## config.mk

```make
export PLATFORM = sky130hd
export DESIGN_NAME = result_uart_tx
export DESIGN_NICKNAME = d
export VERILOG_FILES = /design/src/rtl/result_tx_pkg.sv /design/src/rtl/baud_tick_gen.sv /design/src/rtl/result_uart_tx.sv
export SDC_FILE = /design/constraint.sdc
export NUM_CORES = 1
export LEC_CHECK = 0
export ABC_AREA = 1
export CAP_MARGIN = 10
export CORE_UTILIZATION = 44
export DETAILED_ROUTE_END_ITERATION = 6
export DONT_BUFFER_PORTS = 1
export GPL_ROUTABILITY_DRIVEN = 0
export HOLD_SLACK_MARGIN = 0.12
export PLACE_DENSITY_LB_ADDON = 0.08
export SLEW_MARGIN = 30
export SYNTH_ARGS = -nofsm -noshare
export SYNTH_HDL_FRONTEND = slang
export SYNTH_HIERARCHICAL = 1
export SYNTH_SLANG_ARGS = --single-unit
```

## constraint.sdc

```tcl
create_clock -name clk -period 1.6 [get_ports clk]
set_clock_uncertainty 0.15 [all_clocks]
set_input_delay 0.16 -clock clk [delete_from_list [all_inputs] [get_ports clk]]
set_output_delay 0.16 -clock clk [all_outputs]
set_load 0.005 [all_outputs]
```

## src/rtl/result_tx_pkg.sv

```systemverilog
// -----------------------------------------------------------------------------
// result_tx_pkg
// Shared types and constants for the result UART transmitter.
//   tx_state_t  : transmitter FSM state encoding
//   DATA_BITS   : payload width of one frame
//   IDLE_LEVEL  : line level while idle (also the stop-bit level)
//   START_LEVEL : line level of the start bit
// Optional feature macro: RESULT_TX_PARITY_EN adds the PARITY state.
// -----------------------------------------------------------------------------
package result_tx_pkg;

    localparam int   DATA_BITS   = 8;
    localparam logic IDLE_LEVEL  = 1'b1;
    localparam logic START_LEVEL = 1'b0;

`ifdef RESULT_TX_PARITY_EN
    typedef enum logic [2:0] {
        IDLE,
        START,
        DATA,
        PARITY,
        STOP
    } tx_state_t;
`else
    typedef enum logic [1:0] {
        IDLE,
        START,
        DATA,
        STOP
    } tx_state_t;
`endif

endpackage

```

## src/rtl/baud_tick_gen.sv

```systemverilog
// -----------------------------------------------------------------------------
// baud_tick_gen
// Bit-period counter for the result UART transmitter. Counts 0..CLKS_PER_BIT-1
// and wraps, so every bit boundary reloads the period automatically.
//   clk     : system clock (rising edge)
//   reset   : asynchronous, active-high; clears the counter
//   restart : hold the counter at zero (asserted while the transmitter idles)
//   tick    : one-cycle pulse in the last cycle of each bit period
// -----------------------------------------------------------------------------
module baud_tick_gen #(
    parameter int CLKS_PER_BIT = 16
) (
    input  logic clk,
    input  logic reset,
    input  logic restart,
    output logic tick
);

    generate
        if (CLKS_PER_BIT < 2) begin : g_bad_period
            $error("baud_tick_gen: CLKS_PER_BIT must be at least 2");
        end
    endgenerate

    localparam int            CW   = $clog2(CLKS_PER_BIT);
    localparam logic [CW-1:0] LAST = CW'(CLKS_PER_BIT - 1);

    logic [CW-1:0] cnt;

    always_ff @(posedge clk or posedge reset) begin
        if (reset) begin
            cnt <= '0;
        end else if (restart || (cnt == LAST)) begin
            cnt <= '0;
        end else begin
            cnt <= cnt + CW'(1);
        end
    end

    // Held at zero during restart, so no tick can leak out while idle.
    assign tick = (cnt == LAST) && !restart;

endmodule

```

## src/rtl/result_uart_tx.sv

```systemverilog
// -----------------------------------------------------------------------------
// result_uart_tx
// Serialises result bytes from the arithmetic core as 8N1 UART frames
// (8E1 when RESULT_TX_PARITY_EN is defined: an even-parity bit sits between
// the data bits and the stop bit).
//   clk        : system clock (rising edge)
//   reset      : asynchronous, active-high; abandons any frame in progress
//   data_in    : result byte
//   data_valid : data_in is valid
//   data_ready : block can accept a byte (only while idle)
//   tx         : registered serial line, idle high
//   busy       : a frame is in progress
// Handshake: a byte is taken on the rising edge where data_valid && data_ready;
// data_ready is high only in IDLE, so inputs are ignored for the whole frame.
// The first start-bit cycle is the cycle right after acceptance, and after the
// stop bit the block spends exactly one cycle in IDLE before the next frame.
// Optional feature macro: RESULT_TX_PARITY_EN.
// -----------------------------------------------------------------------------
module result_uart_tx
    import result_tx_pkg::*;
#(
    parameter int CLKS_PER_BIT = 16
) (
    input  logic       clk,
    input  logic       reset,
    input  logic [7:0] data_in,
    input  logic       data_valid,
    output logic       data_ready,
    output logic       tx,
    output logic       busy
);

    localparam logic [2:0] LAST_BIT = 3'(DATA_BITS - 1);

    tx_state_t              state;
    logic [DATA_BITS-1:0]   shreg;
    logic [2:0]             bit_idx;
    logic                   tick;
    logic                   restart;
`ifdef RESULT_TX_PARITY_EN
    logic                   parity_bit;
`endif

    // The period counter sits at zero while idle so the start bit gets a
    // full CLKS_PER_BIT cycles starting right after acceptance.
    assign restart = (state == IDLE);

    baud_tick_gen #(
        .CLKS_PER_BIT(CLKS_PER_BIT)
    ) u_baud (
        .clk    (clk),
        .reset  (reset),
        .restart(restart),
        .tick   (tick)
    );

    always_ff @(posedge clk or posedge reset) begin
        if (reset) begin
            state      <= IDLE;
            tx         <= IDLE_LEVEL;
            data_ready <= 1'b1;
            busy       <= 1'b0;
            shreg      <= '0;
            bit_idx    <= '0;
`ifdef RESULT_TX_PARITY_EN
            parity_bit <= 1'b0;
`endif
        end else begin
            case (state)
                IDLE: begin
                    if (data_valid && data_ready) begin
                        shreg      <= data_in;
                        bit_idx    <= '0;
                        state      <= START;
                        tx         <= START_LEVEL;
                        data_ready <= 1'b0;
                        busy       <= 1'b1;
`ifdef RESULT_TX_PARITY_EN
                        parity_bit <= ^data_in;
`endif
                    end
                end

                START: begin
                    if (tick) begin
                        state <= DATA;
                        tx    <= shreg[0];
                    end
                end

                DATA: begin
                    if (tick) begin
                        if (bit_idx == LAST_BIT) begin
                            bit_idx <= '0;
`ifdef RESULT_TX_PARITY_EN
                            state   <= PARITY;
                            tx      <= parity_bit;
`else
                            state   <= STOP;
                            tx      <= IDLE_LEVEL;
`endif
                        end else begin
                            // LSB first: shift down and present the next bit.
                            bit_idx <= bit_idx + 3'd1;
                            shreg   <= {1'b0, shreg[DATA_BITS-1:1]};
                            tx      <= shreg[1];
                        end
                    end
                end

`ifdef RESULT_TX_PARITY_EN
                PARITY: begin
                    if (tick) begin
                        state <= STOP;
                        tx    <= IDLE_LEVEL;
                    end
                end
`endif

                STOP: begin
                    if (tick) begin
                        state      <= IDLE;
                        tx         <= IDLE_LEVEL;
                        data_ready <= 1'b1;
                        busy       <= 1'b0;
                    end
                end

                default: begin
                    state      <= IDLE;
                    tx         <= IDLE_LEVEL;
                    data_ready <= 1'b1;
                    busy       <= 1'b0;
                end
            endcase
        end
    end

endmodule

```

==> results of run 1 <==
==> flip-flops by register name (all words and copies together) (netlist names) <==
name / cells
tx: 1
data_ready: 1
u_baud/cnt: 4
bit_idx: 3
state: 2
shreg: 8
busy: 1
==> cell families after synthesis <==
kind of cell / synth area share, %
flops: 43.3
compound gates: 3.98
buf+inv: 5.17
fa+ha+maj: 7.53
simple gates: 40.0
==> per-layer routing <==
layer	vias up	global-route usage, %	wire (um)	part of all wire, %
met4	0	7.89	26	1.0
met5	-	0	0	0
met3	4	2.59	63	2.5
met2	17	38.3	1250	50
met1	465	23.5	1160	47
li1	519	-	-	-
==> power by group <==
| group | internal [mW] | switching (mW) | leakage [nW] |
|---|---|---|---|
| Sequential | 0.707 | 0.130 | 0.253 |
| Combinational | 0.785 | 1.07 | 0.568 |
| Clock | 0.139 | 0.153 | 0.0210 |
| Total | 1.63 | 1.36 | 0.841 |
==> cell type report <==
cell class	count	area, sq um	area share [%]
Sequential cell	20	503	32.0
Timing Repair Buffer	27	234	14.9
Inverter	14	57.6	3.67
Multi-Input combinational cell	113	702	44.7
Tap cell	30	37.5	2.39
Clock buffer	4	36.3	2.31
==> worst register-to-register path: cells and delay by family (launching register included) <==
| family | cells | cell delay, ps |
|---|---|---|
| AND/OR/NAND/NOR | 6 | 700 |
| flip-flops | 1 | 390 |
| adder cells (fa/ha/maj) | 1 | 160 |
| buffers and inverters | 2 | 150 |
==> synth_stat cells <==
| cell | instances | share of area [%] |
|---|---|---|
| sky130_fd_sc_hd__nand2_1 | 71 | 23 |
| sky130_fd_sc_hd__dfrtp_1 | 18 | 39 |
| sky130_fd_sc_hd__inv_1 | 10 | 3.2 |
| sky130_fd_sc_hd__nor2_1 | 9 | 2.9 |
| sky130_fd_sc_hd__nand3_1 | 8 | 3.4 |
| sky130_fd_sc_hd__ha_1 | 7 | 7.5 |
| sky130_fd_sc_hd__inv_2 | 4 | 1.3 |
| sky130_fd_sc_hd__nand2_2 | 3 | 1.6 |
| sky130_fd_sc_hd__nand2_4 | 3 | 2.9 |
| sky130_fd_sc_hd__dfstp_2 | 2 | 4.5 |
| sky130_fd_sc_hd__nand4_1 | 2 | 1.1 |
| sky130_fd_sc_hd__o21bai_1 | 2 | 1.3 |
| sky130_fd_sc_hd__buf_4 | 1 | 0.65 |
| sky130_fd_sc_hd__nand4_4 | 1 | 1.8 |
| sky130_fd_sc_hd__nor2_2 | 1 | 0.54 |
| sky130_fd_sc_hd__nor2_8 | 1 | 1.7 |
| sky130_fd_sc_hd__nor3_1 | 1 | 0.43 |
| sky130_fd_sc_hd__nor3b_1 | 1 | 0.65 |
| sky130_fd_sc_hd__o211ai_1 | 1 | 0.65 |
| sky130_fd_sc_hd__o21ai_0 | 1 | 0.43 |
| sky130_fd_sc_hd__o21bai_4 | 1 | 1.6 |
==> through the flow <==
stage	power [mW]	setup slack (ps)	instance area, sq um	utilization (%)	cells
floorplan	1.94	0.633	1180	-	148
global placement	2.30	-4.44	1280	51.7	186
detailed placement	2.33	-83.3	1280	51.7	186
CTS	2.88	-2.71	1520	61.5	205
global route	3.25	-125	1570	63.4	208
finish	2.99	-19.9	1570	63.4	208
==> path summary, 6_finish.rpt <==
kind                       depth (start not counted)     start       endpoint  slack [ps]
setup / recovery                                   9  state[0]       shreg[1]         -20
hold / removal                                     2     reset       shreg[4]         240
setup reg to reg                                   9  state[0]       shreg[1]         -20
hold reg to reg                                    2  shreg[3]       shreg[3]         340
max in group asynchronous                          3     reset  u_baud/cnt[0]         540
min in group clk                                   2  shreg[3]       shreg[3]         340
==> repair_timing <==
item | 4_1_cts | 5_1_grt
setup buffers | 4 | 3
endpoints found under the hold margin | 30 | 0
setup endpoints to repair | 14 | 15
hold buffers | 11 | 0
gates resized for setup | 15 | 9
pin swaps | 6 | 5
==> flow_metrics.env, run 1 <==
export IMPL_unrepaired_setup_endpoints_after_global_routing="true"
export IMPL_cp_arrival_ps=1710
export IMPL_clock_transition_time_at_the_flip_flop_clock_pins_of_the_worst_setup_and_hold_paths_ps=120
export IMPL_clock_tree_htree_level_count=1
export IMPL_final_routed_wire_length_divided_by_cell_count_um=12.0
export IMPL_finalWirelength_um=2500
export IMPL_tritoncts="yes"
export IMPL_crit_path_end_kind="flop"
export IMPL_cp_slowest_cell="sky130_fd_sc_hd__dfrtp_1"
export IMPL_drt_drc_violations_left=0
export IMPL_postSynthNetCount=166
export IMPL_yosys_warnings=6
export IMPL_drv_cap=0
export IMPL_vdd_drop_max_uv=1120
export IMPL_syn_instance_count=148
export IMPL_power_leakage_nw=0.841
export IMPL_outcome="complete, but fails checks"
export IMPL_top_delay_family_on_crit_path="simple AND/OR/NAND/NOR gates"
export IMPL_clk_root_buffer_cell="sky130_fd_sc_hd__clkbuf_4"
export IMPL_nFillCells=223
export IMPL_grt_start_max_net_pins=17
export IMPL_fin_tns_setup_ps=-102
export IMPL_grt_ovfl_total=0
export IMPL_timing_slew_headroom_pct=59.3
export IMPL_antennaDiodeCount=0
export IMPL_syn_to_final_growth_pct=35.1
export IMPL_drt_first_pass_iters=4
export IMPL_synthDistinctLibCells=21
export IMPL_mostFrequentLayoutCells="sky130_fd_sc_hd__nand2_1 (63), sky130_fd_sc_hd__dfrtp_1 (18), sky130_fd_sc_hd__buf_4 (15), sky130_fd_sc_hd__dlygate4sd3_1 (11)"
export IMPL_final_common_cell="sky130_fd_sc_hd__nand2_1"
export IMPL_die_h_um=53.4
export IMPL_post_synth_cell_area_avg_sq_um=7.85
export IMPL_first_global_vias=972
export IMPL_grt_pass1_wl_um=4080
export IMPL_clock_latency_ps=300
export IMPL_worst_pin_slew_ps=609
export IMPL_vias=1005
export IMPL_clock_sinks=20
export IMPL_design_die_area_sq_mm=0.00285
export IMPL_initial_core_util_pct=46.9
export IMPL_top_level_port_count=14
export IMPL_ctsLongestPathBuffers=2
export IMPL_layout_nets=197
export IMPL_final_layout_size_suffix_gt1_share_pct=30.3
export IMPL_finalHoldViolations=0
export IMPL_cp_max_fo=8
export IMPL_timing_hold_worst_class="in -> async"
export IMPL_numCtsBuffers=3
export IMPL_viasPerCell=4.83
export IMPL_synth_seq_cells=20
export IMPL_min_period_over_period_pct=101
export IMPL_critPathBufInv=2
export IMPL_path_cells="inv_2, ha_4, nor3_4, inv_2, nand2_4, nand2_8, nor2_8, nand2_1, nand2_1"
export IMPL_mappedNetlistArea_sq_mm=0.00116
export IMPL_critPathKind="reg -> reg"
export IMPL_setup_crit_start_kind="flop"
export IMPL_violations="negative setup slack"
export IMPL_power_density_cell_area_mw_per_mm2=1900
export IMPL_synth_seq_area_share_pct=43.3
export IMPL_timing_critical_path_slowest_cell_delay_ps=390
export IMPL_worst_slack_ps=-19.9
export IMPL_final_critical_path_required_period_ps=1620
export IMPL_final_max_slew_viol_count=0
export IMPL_worst_hold_slack_ps=237
export IMPL_finalSetupViolCount=8
export IMPL_io_buffer_count=0
export IMPL_placement_rows=18
export IMPL_die_x_um=53.4
export IMPL_drt_antenna_violating_nets=0
export IMPL_max_clock_freq_ghz=0.617
export IMPL_antenna_found_initial=0
export IMPL_critical_path_required_ps=1690
export IMPL_detailed_place_hpwl_um=1680
export IMPL_dr_first_iter_drc_count=9
export IMPL_coreArea_sq_mm=0.00248
export IMPL_globalRouteTotalUtil_pct=20.7
No activity file was read; power rests on OpenSTA's default activity.
==> inputs of run 2 (changes only) <==
--- a/config.mk
+++ b/config.mk
@@ -7,7 +7,9 @@
 export LEC_CHECK = 0
 export ABC_AREA = 1
 export CAP_MARGIN = 10
-export CORE_UTILIZATION = 44
+export CELL_PAD_IN_SITES_DETAIL_PLACEMENT = 1
+export CELL_PAD_IN_SITES_GLOBAL_PLACEMENT = 2
+export CORE_UTILIZATION = 32
 export DETAILED_ROUTE_END_ITERATION = 6
 export DONT_BUFFER_PORTS = 1
 export GPL_ROUTABILITY_DRIVEN = 0
==> constraint.sdc (replaced) <==
create_clock -name clk -period 1.6 [get_ports clk]
set_clock_uncertainty 0.15 [all_clocks]
set_input_delay 0.24 -clock clk [delete_from_list [all_inputs] [get_ports clk]]
set_output_delay 0.24 -clock clk [all_outputs]
set_load 0.005 [all_outputs]
==> flow_metrics.env, run 2 (synthesis gave the netlist of run 1 again) <==
export IMPL_met3_wirelength_um=65
export IMPL_coreArea_sq_mm=0.00342
export IMPL_final_critical_path_required_period_ps=1640
export IMPL_die_x_um=62.3
export IMPL_finalHoldViolations=0
export IMPL_dr_max_layer_used="met4"
export IMPL_path_common_cell="sky130_fd_sc_hd__nand2_1"
export IMPL_drv_cap=0
export IMPL_met1_wire_length_um=1220
export IMPL_r2r_cells=6
export IMPL_antenna_found_initial=0
export IMPL_worst_pin_slew_ps=239
export IMPL_layout_nets=196
export IMPL_finalSetupViolCount=12
export IMPL_tritoncts="yes"
export IMPL_numCtsBuffers=3
export IMPL_drt_antenna_violating_nets=0
export IMPL_clock_latency_ps=300
export IMPL_unrepaired_setup_endpoints_after_global_routing="true"
export IMPL_outcome="complete, but fails checks"
export IMPL_cp_slowest_cell="sky130_fd_sc_hd__dfrtp_1"
export IMPL_multi_input_area_sq_um=686
export IMPL_cp_max_fo=8
export IMPL_drt_first_pass_iters=2
export IMPL_critical_path_required_ps=1650
export IMPL_syn_to_final_growth_pct=34.4
export IMPL_final_common_cell="sky130_fd_sc_hd__nand2_1"
export IMPL_wl_met2_um=1490
export IMPL_min_period_over_period_pct=102
export IMPL_design_die_area_sq_mm=0.00388
export IMPL_final_routed_wire_length_divided_by_cell_count_um=12.6
export IMPL_violations="negative setup slack"
export IMPL_power_leakage_nw=0.820
export IMPL_cp_arrival_ps=1690
export IMPL_r2r_end="shreg[4]"
export IMPL_grt_start_max_net_pins=17
export IMPL_fin_tns_setup_ps=-253
export IMPL_antennaDiodeCount=0
export IMPL_clock_transition_time_at_the_flip_flop_clock_pins_of_the_worst_setup_and_hold_paths_ps=120
export IMPL_worst_slack_ps=-38.5
export IMPL_path_cells="ha_1, ha_1, nand2_1, nand4_4, nand2_1, nand2_1"
export IMPL_p_total_mw=2.96
export IMPL_clock_tree_htree_level_count=1
export IMPL_globalRouteTotalUtil_pct=17.0
export IMPL_critPathKind="reg -> reg"
export IMPL_crit_path_end_kind="flop"
export IMPL_grt_pass1_wl_um=5130
export IMPL_mostFrequentLayoutCells="sky130_fd_sc_hd__nand2_1 (62), sky130_fd_sc_hd__dfrtp_1 (18), sky130_fd_sc_hd__buf_4 (15), sky130_fd_sc_hd__dlygate4sd3_1 (11), sky130_fd_sc_hd__nand2_2 (10)"
export IMPL_initial_core_util_pct=34.0
export IMPL_final_max_slew_viol_count=0
export IMPL_timing_slew_headroom_pct=84.1
export IMPL_clk_root_buffer_cell="sky130_fd_sc_hd__clkbuf_4"
export IMPL_viasPerCell=4.70
export IMPL_power_density_cell_area_mw_per_mm2=1890
export IMPL_max_clock_freq_ghz=0.610
export IMPL_cp_startpoint="bit_idx[0]"
export IMPL_reg2reg_slack_ps=-40
export IMPL_timing_hold_worst_class="in -> async"
export IMPL_ctsLongestPathBuffers=2
export IMPL_final_layout_size_suffix_gt1_share_pct=30.5
export IMPL_placement_rows=21
export IMPL_top_reg_by_flops="shreg"
export IMPL_setup_crit_start_kind="flop"
export IMPL_drt_drc_violations_left=0
export IMPL_largest_reg_flops=8
export IMPL_vias=1048
export IMPL_layout_top_registers="shreg x8, u_baud/cnt x4, bit_idx x3"
export IMPL_dpl_cell_count=204
export IMPL_finish_utilization_pct=45.8
export IMPL_vdd_drop_max_uv=589
export IMPL_nFillCells=439
export IMPL_top_level_port_count=14
export IMPL_grt_ovfl_total=0
export IMPL_r2r_start="bit_idx[0]"
export IMPL_layout_cells_non_filler=223
export IMPL_finalWirelength_um=2800
export IMPL_clock_sinks=20
export IMPL_detailed_place_hpwl_um=2090
export IMPL_io_buffer_count=0
export IMPL_die_h_um=62.3
export IMPL_dr_first_iter_drc_count=41
export IMPL_area_sequential_sq_um=503
export IMPL_first_global_vias=1129
export IMPL_timing_critical_path_slowest_cell_delay_ps=410
-- run 2: critical path: cells and delay by family (launching register included) --
family        cells  cell delay, ps
simple gates      4             590
flops             1             410
fa+ha+maj         2             390
-- run 2: routing by layer --
metal / vias to the layer above / track usage [%]
met5: - / 0
met4: 0 / 4.36
met1: 517 / 20.6
met3: 2 / 3.13
met2: 12 / 30.8
li1: 517 / -
-- run 2: timing repair --
action	in CTS	in global routing
gates resized for setup	10	13
setup endpoints to repair	14	15
hold buffers	11	0
pin swaps	2	2
gates cloned	0	0
endpoints found under the hold margin	30	0
setup buffers	3	1
-- run 2: final cells by class --
type | count | share of cell area [%]
Clock buffer | 4 | 2.32
Sequential cell | 20 | 32.2
Timing Repair Buffer | 26 | 14.3
Multi-Input combinational cell | 113 | 43.9
Tap cell | 46 | 3.68
Inverter | 14 | 3.68
-- run 2: how the worst max path moves through the flow --
| stage | to | slack, ps | cells after the start |
|---|---|---|---|
| detailed placement | bit_idx[2] | -140 | 10 |
| floorplan | bit_idx[0] | 0.6 | 10 |
| global placement | shreg[2] | -30 | 7 |
| finish | shreg[4] | -40 | 6 |
| CTS | shreg[2] | -20 | 7 |
| global route | bit_idx[2] | -120 | 10 |
-- run 2: metrics by stage --
stage	setup WS [ps]	hold slack, ps	instance area [sq um]
after floorplan	0.633	-144	1180
after global placement	-28.8	-128	1320
after detailed placement	-143	-115	1320
after CTS	-22.1	251	1520
after global routing	-119	281	1560
final	-38.5	255	1560
-- run 2: where the power goes --
| part | switching [mW] | internal (mW) | leakage, nW |
|---|---|---|---|
| logic | 1.09 | 0.745 | 0.546 |
| clock network | 0.165 | 0.139 | 0.0210 |
| registers | 0.117 | 0.706 | 0.253 |
